[src/rtl/fb_write_arbiter.sv]
// rtl/fb_write_arbiter.sv - frame buffer write port arbiter: pixel stream unpacker and frame clear engine
// Stream words are split into two pixel writes; a pending clear takes the port at the next word boundary.
module fb_write_arbiter #(
   parameter int H_RES  = 640,
   parameter int V_RES  = 480,
   parameter int ADDR_W = 19,
   parameter int PIX_W  = 9
) (
   input  logic                  clk,
   input  logic                  reset,
   input  logic                  s_valid,
   output logic                  s_ready,
   input  logic [2*PIX_W-1:0]    s_data,
   input  logic                  s_sof,
   input  logic                  clr_start,
   input  logic [PIX_W-1:0]      clr_color,
   output logic                  clr_busy,
   output logic                  clr_done,
   output logic                  frame_done,
   output logic [ADDR_W-1:0]     wraddress,
   output logic [2*PIX_W-1:0]    write_data,
   output logic                  wren
);

   localparam int FS = H_RES * V_RES;
   localparam logic [ADDR_W-1:0] LAST      = ADDR_W'(FS - 1);
   localparam logic [ADDR_W-1:0] LAST_WORD = ADDR_W'(FS - 2);

   typedef enum logic [1:0] {IDLE, HI, LO, CLEAR} state_t;

   state_t                state, state_nxt;
   logic [ADDR_W-1:0]     wp, wp_nxt, wraddress_nxt, base;
   logic [PIX_W-1:0]      lo_pix, lo_pix_nxt, color, color_nxt;
   logic                  clr_pend, clr_pend_nxt, clr_busy_nxt;
   logic                  wren_nxt, clr_done_nxt, frame_done_nxt;
   logic [2*PIX_W-1:0]    write_data_nxt;
   logic                  take;

   assign s_ready = !clr_pend && (state == IDLE || state == LO);
   assign take    = s_valid && s_ready;
   assign base    = s_sof ? '0 : wp;

   always_comb begin
      state_nxt      = state;
      wp_nxt         = wp;
      lo_pix_nxt     = lo_pix;
      color_nxt      = color;
      clr_pend_nxt   = clr_pend;
      clr_busy_nxt   = clr_busy;
      wraddress_nxt  = wraddress;
      write_data_nxt = write_data;
      wren_nxt       = 1'b0;
      clr_done_nxt   = 1'b0;
      frame_done_nxt = 1'b0;

      if (clr_start && !clr_busy) begin
         clr_pend_nxt = 1'b1;
         clr_busy_nxt = 1'b1;
         color_nxt    = clr_color;
      end

      case (state)
         IDLE, LO: begin
            if (take) begin
               state_nxt      = HI;
               wraddress_nxt  = base;
               write_data_nxt = {s_data[2*PIX_W-1:PIX_W], {PIX_W{1'b0}}};
               wren_nxt       = 1'b1;
               lo_pix_nxt     = s_data[PIX_W-1:0];
               wp_nxt         = (base == LAST_WORD) ? '0 : base + ADDR_W'(2);
            end else if (clr_pend) begin
               state_nxt      = CLEAR;
               wraddress_nxt  = '0;
               write_data_nxt = {color, {PIX_W{1'b0}}};
               wren_nxt       = 1'b1;
            end else begin
               state_nxt      = IDLE;
            end
         end
         HI: begin
            // word bases are even, so the second pixel never wraps
            state_nxt      = LO;
            wraddress_nxt  = wraddress + ADDR_W'(1);
            write_data_nxt = {lo_pix, {PIX_W{1'b0}}};
            wren_nxt       = 1'b1;
            frame_done_nxt = (wraddress == LAST_WORD);
         end
         CLEAR: begin
            if (wraddress == LAST) begin
               state_nxt    = IDLE;
               clr_done_nxt = 1'b1;
               clr_busy_nxt = 1'b0;
               clr_pend_nxt = 1'b0;
            end else begin
               wraddress_nxt  = wraddress + ADDR_W'(1);
               write_data_nxt = {color, {PIX_W{1'b0}}};
               wren_nxt       = 1'b1;
            end
         end
         default: state_nxt = IDLE;
      endcase
   end

   always_ff @(posedge clk) begin
      if (reset) begin
         state      <= IDLE;
         wp         <= '0;
         lo_pix     <= '0;
         color      <= '0;
         clr_pend   <= 1'b0;
         clr_busy   <= 1'b0;
         clr_done   <= 1'b0;
         frame_done <= 1'b0;
         wraddress  <= '0;
         write_data <= '0;
         wren       <= 1'b0;
      end else begin
         state      <= state_nxt;
         wp         <= wp_nxt;
         lo_pix     <= lo_pix_nxt;
         color      <= color_nxt;
         clr_pend   <= clr_pend_nxt;
         clr_busy   <= clr_busy_nxt;
         clr_done   <= clr_done_nxt;
         frame_done <= frame_done_nxt;
         wraddress  <= wraddress_nxt;
         write_data <= write_data_nxt;
         wren       <= wren_nxt;
      end
   end

endmodule

[config.mk]
export PLATFORM = sky130hd
export DESIGN_NAME = fb_write_arbiter
export DESIGN_NICKNAME = d
export VERILOG_FILES = /design/src/rtl/fb_write_arbiter.sv
export SDC_FILE = /design/constraint.sdc
export NUM_CORES = 1
export LEC_CHECK = 0
export BUFFER_PORTS_ARGS = -buffer_cell sky130_fd_sc_hd__buf_4
export CAP_MARGIN = 30
export CORE_ASPECT_RATIO = 1.25
export CORE_MARGIN = 3
export CORE_UTILIZATION = 45
export DETAILED_ROUTE_END_ITERATION = 10
export PLACE_DENSITY = 0.68
export SLEW_MARGIN = 10
export SYNTH_ARGS = -nofsm -noshare
export SYNTH_HDL_FRONTEND = slang
export SYNTH_SLANG_ARGS = --single-unit
[constraint.sdc]
create_clock -name clk -period 5 [get_ports clk]
set_input_delay 0.75 -clock clk [delete_from_list [all_inputs] [get_ports clk]]
set_output_delay 0.75 -clock clk [all_outputs]
set_load 0.01 [all_outputs]
# Word-level counts from Yosys, hierarchy flattened
# Cells that the tools add are included.
# word_totals
reg_bits	81
out_inout_bits	42
word_cells	61
# classes
add_sub_neg	2
eq_ne	9
muxes	25
bitwise_logic	2
reduce_logical	12
# op_table
operator	count
19-bit two-way mux	5
19-bit == test (second input constant)	3
19-bit one-hot mux with 3 select lines	1
18-bit two-way mux	3
18-bit one-hot mux with 3 select lines	1
19-bit by 1-bit adder with 19-bit output (second input constant)	1
19-bit by 2-bit adder with 19-bit output (second input constant)	1
1-bit two-way mux	10
2-bit two-way mux	3
2-bit one-hot mux with 3 select lines	1
2-bit OR reduction	3
2-bit == test (second input constant)	2
2-bit inequality test (second input constant)	2
2-bit AND reduction	2
1-bit logical AND	3
3-bit inequality test (second input constant)	1
1-bit one-hot mux with 3 select lines	1
2-bit by 1-bit == test with 1-bit output (second input constant)	1
1-bit zero test	2
2-bit zero test	1
1-bit inverter	2
1-bit logical OR	1

# Depth between registers and ports, before layout
# depth
depth_word	6
mapped_depth	9
depth_no_buf	7

# Worst setup path after synthesis
# OpenSTA, ideal clock, no wires.
# synth_path
kind	input port to flip-flop
from	in s_sof
to	reg wp[13]
setup_ns	0.074
arrival_ns	2.455
required_time_ns	4.926
slack_ns	2.471
path_stages	9
path_buffers	2
path_cell_list	clkbuf_1 -> clkbuf_1 -> nor2b_1 -> ha_1 -> nand3_1 -> or3_1 -> nor4b_1 -> nand3_1 -> a31oi_1
# synth_via
elab_chain_cells	3
# synth_rtl
item	line_no	rtl
start: declaration	14	input logic s_sof,
19-bit two-way mux *	41	assign base = s_sof ? '0 : wp;
19-bit by 2-bit adder with 19-bit output / 19-bit == test (equally long branches)	70	wp_nxt = (base == LAST_WORD) ? '0 : base + ADDR_W'(2);
19-bit two-way mux *	70	
end signal: assignment	119	wp <= wp_nxt;
end: declaration	32	logic [ADDR_W-1:0] wp, wp_nxt, wraddress_nxt, base;
# Every way passes the cells marked *; elsewhere a longest branch is shown, timed or not.
# A chain may end at the register's enable or synchronous reset.

# Worst setup path in the final report
# layout_path
from	in s_sof
to	reg wp[10]
# The elaborated chain is that of the path after synthesis.

==> summary.md <==
| Metric | Value |
|---|---|
| Post-CTS setup buffer count | `0` |
| Die Width | `86.3 um` |
| Total track usage | `0.202` |
| Vias in the first global route | `3131` |
| CP startpoint kind | `input port` |
| Min-Delay Startpoint | `lo_pix[5]` |
| CTS tree | `done` |
| Register area | `1440 um2` |
| Post-CTS sizing | `0` |
| Fill count | `730` |
| Routed vias/inst | `5.80` |
| Critical path arrival | `2.50 ns` |
| Final setup violation count | `0` |
| Post-synth top flop | `dfxtp_1` |
| # diodes | `0` |
| Crit path kind | `input port to flop` |
| Placer Congestion | `between 0.8 and 0.9` |
| Slew at the pin with the worst max-slew slack | `0.841 ns` |
| Slew margin rel. | `0.440` |
| Synth top cells by count | `78 x nand2_1, 72 x dfxtp_1, 38 x a21oi_1, 29 x clkbuf_1, 29 x nor2_1` |
| Synth warn | `0` |
| Clk slew on worst S/H paths | `0.08 ns` |
| Final layout net count | `537` |
| Top cell type's share of synthesized area | `0.398` |
| P&R area growth vs syn | `19.8%` |
| Count leader, synth | `nand2_1` |
| Max Clock Skew | `0.00611 ns` |
| DR pass1 iterations | `5` |
| RSZ-0062 raised after global routing | `no` |
| Final worst slack | `2.70 ns` |
| Top Ports | `74` |
| Clk buf depth | `2` |
| Synth area leaders | `dfxtp_1 40%, nand2_1 8.1%, a21oi_1 5.2%` |
| R2R Path End | `wraddress[0]` |
| Core area | `roughly 7600 um2` |
| Tightest hold margin | `0.457 ns` |
| Final hold viol count | `0` |
| Full die area | `about 9200 um2` |
| Fin. max-slew vios | `0` |
| Synth Instances | `456` |
| Yosys cell types | `56` |
| Die Ht | `about 110 um` |
| Static leakage | `1.59 nW` |
| Post-synthesis sequential area ratio | `0.398` |
| Drt initial violations | `231` |
| Via Count | `3472` |
| Path depth of the worst reg2reg path | `6` |
| Global route overflow | `0` |
| Period Utilization, post-route | `0.461` |
| I/O Buffers | `64` |
| Largest net degree at the start of global routing | `70` |
| Worst vdd ir | `between 0.0002 and 0.00025 V` |
| CTS root buffer | `clkbuf_8` |
| Register bit total from synthesis | `between 70 and 80` |
| Setup tns final | `0 ns` |
| Remaining antenna violation count | `0` |
| Pre-CTS WS | `2.35 ns` |
| Layout cells sized above 1 | `0.187` |
| Status | `finished clean` |
| WL per Instance | `15.6 um` |
| DRC | `0` |
| Syn Std Cell Area | `~3600 um2` |
| Initial Utilization | `0.476` |
| Worst setup path endpoint | `wp[10]` |
| WL final | `9.35 mm` |
| Peak fanout along the critical path | `21` |
| Mean post-synth cell area | `7.95 um2` |
| CTS sink count | `72` |
| Source of the critical timing path | `s_sof` |
| Worst skew pair latency | `0.34 ns` |
| Max-cap violations | `0` |
| Tot Pwr | `1.31 mW` |
| Fmax | `approximately 0.43 GHz` |
| Power Dens Cells | `301 nW/um2` |
| Cell Rows | `35` |
| Post-synth EDFFs | `0` |
| Worst Hold Class | `flop to flop` |
| Multi-input combinational cell area | `2000 um2` |
| Worst EP required | `5.19 ns` |
| Initial antenna violation count | `0` |
| Post-layout min period | `2.30 ns` |
| DPL Wire Length | `6.57 mm` |
| Area leader, netlist | `dfxtp_1` |
| Clock buffer count from CTS | `9` |
| Global-route wire length before repair | `15.1 mm` |
| Post-synth ARST share | `0` |
| CTS Hold Bufs | `0` |
| FF-to-FF Start | `wraddress[1]` |
| H-tree levels | `3` |
| R2R setup slack | `2.75 ns` |
| CP Capture Type | `flop` |
-- routing by layer --
| metal | up-vias | wire, um | global-route usage |
|---|---|---|---|
| met5 | - | 0 | 0 |
| met2 | 107 | 4640 | 0.320 |
| met4 | 0 | 37 | 0.0568 |
| met3 | 3 | 519 | 0.0333 |
| li1 | 1728 | - | - |
| met1 | 1634 | 4150 | 0.284 |
-- flip-flops by register name (all words and copies together) (netlist names) --
name,count
color,9
wren,1
wp,19
lo_pix,9
clr_busy,1
state,2
frame_done,1
clr_pend,1
write_data,9
clr_done,1
wraddress,19
-- cell families after synthesis --
kind of cell / count (synthesis) / share of synthesized area
flip-flops: 72 / 0.398
XOR/XNOR: 9 / 0.0218
multiplexers: 2 / 0.00587
buffers and inverters: 49 / 0.0608
AND/OR/NAND/NOR: 197 / 0.277
AO/OA/AOI/OAI: 123 / 0.226
adder cells (fa/ha/maj): 3 / 0.0104
other: 1 / 0.00103
-- report_power, final --
group / switching [mW] / internal (mW)
Sequential: 0.0201 / 0.597
Combinational: 0.0970 / 0.0700
Clock: 0.224 / 0.297
Total: 0.341 / 0.965
-- cell type report --
| type | instances | area share |
|---|---|---|
| clock buffer | 10 | 0.0317 |
| timing repair buffer | 70 | 0.124 |
| multi-input combinational | 343 | 0.460 |
| tap | 92 | 0.0265 |
| inverter | 6 | 0.00519 |
| sequential | 72 | 0.332 |
| clock inverter | 6 | 0.0207 |
-- worst min-delay path by stage --
stage	end	slack [ns]	cells after the start
floorplan	lo_pix[0]	0.44	2
global placement	lo_pix[7]	0.44	2
detailed placement	lo_pix[5]	0.45	2
CTS	lo_pix[3]	0.46	2
global route	lo_pix[5]	0.48	2
finish	lo_pix[5]	0.46	2
-- metrics by stage --
step | cells | cell area, um2 | utilization
after detailed placement | 582 | 4100 | 0.538
final | 599 | 4340 | 0.570
after global routing | 599 | 4340 | 0.570
after global placement | 581 | 4090 | 0.536
after CTS | 598 | 4330 | 0.568
after floorplan | 464 | 3650 | -
-- layout by cell type, fill, tap and decap left out, drive strengths merged, types with 5 or more instances in the layout --
cell type and count:
nor2b 7, nand2 78, a31oi 8, o21ai 17
inv 8, nand4 9, o21a 6, a211oi 7
dfxtp 72, nor3 13, xnor2 8, buf 70
a311oi 12, conb 9, a22oi 17, nand3 21
clkbuf 10, a21oi 39, a222oi 5, nor2 29
-- worst max-delay path, cell delays in order --
cell and delay (ns):
buf_4 0.18, nand2b_1 0.27, nor4_4 0.59, a21oi_1 0.41, nand4b_1 0.22, a21oi_1 0.08
Power figures use the tool's default switching activity.
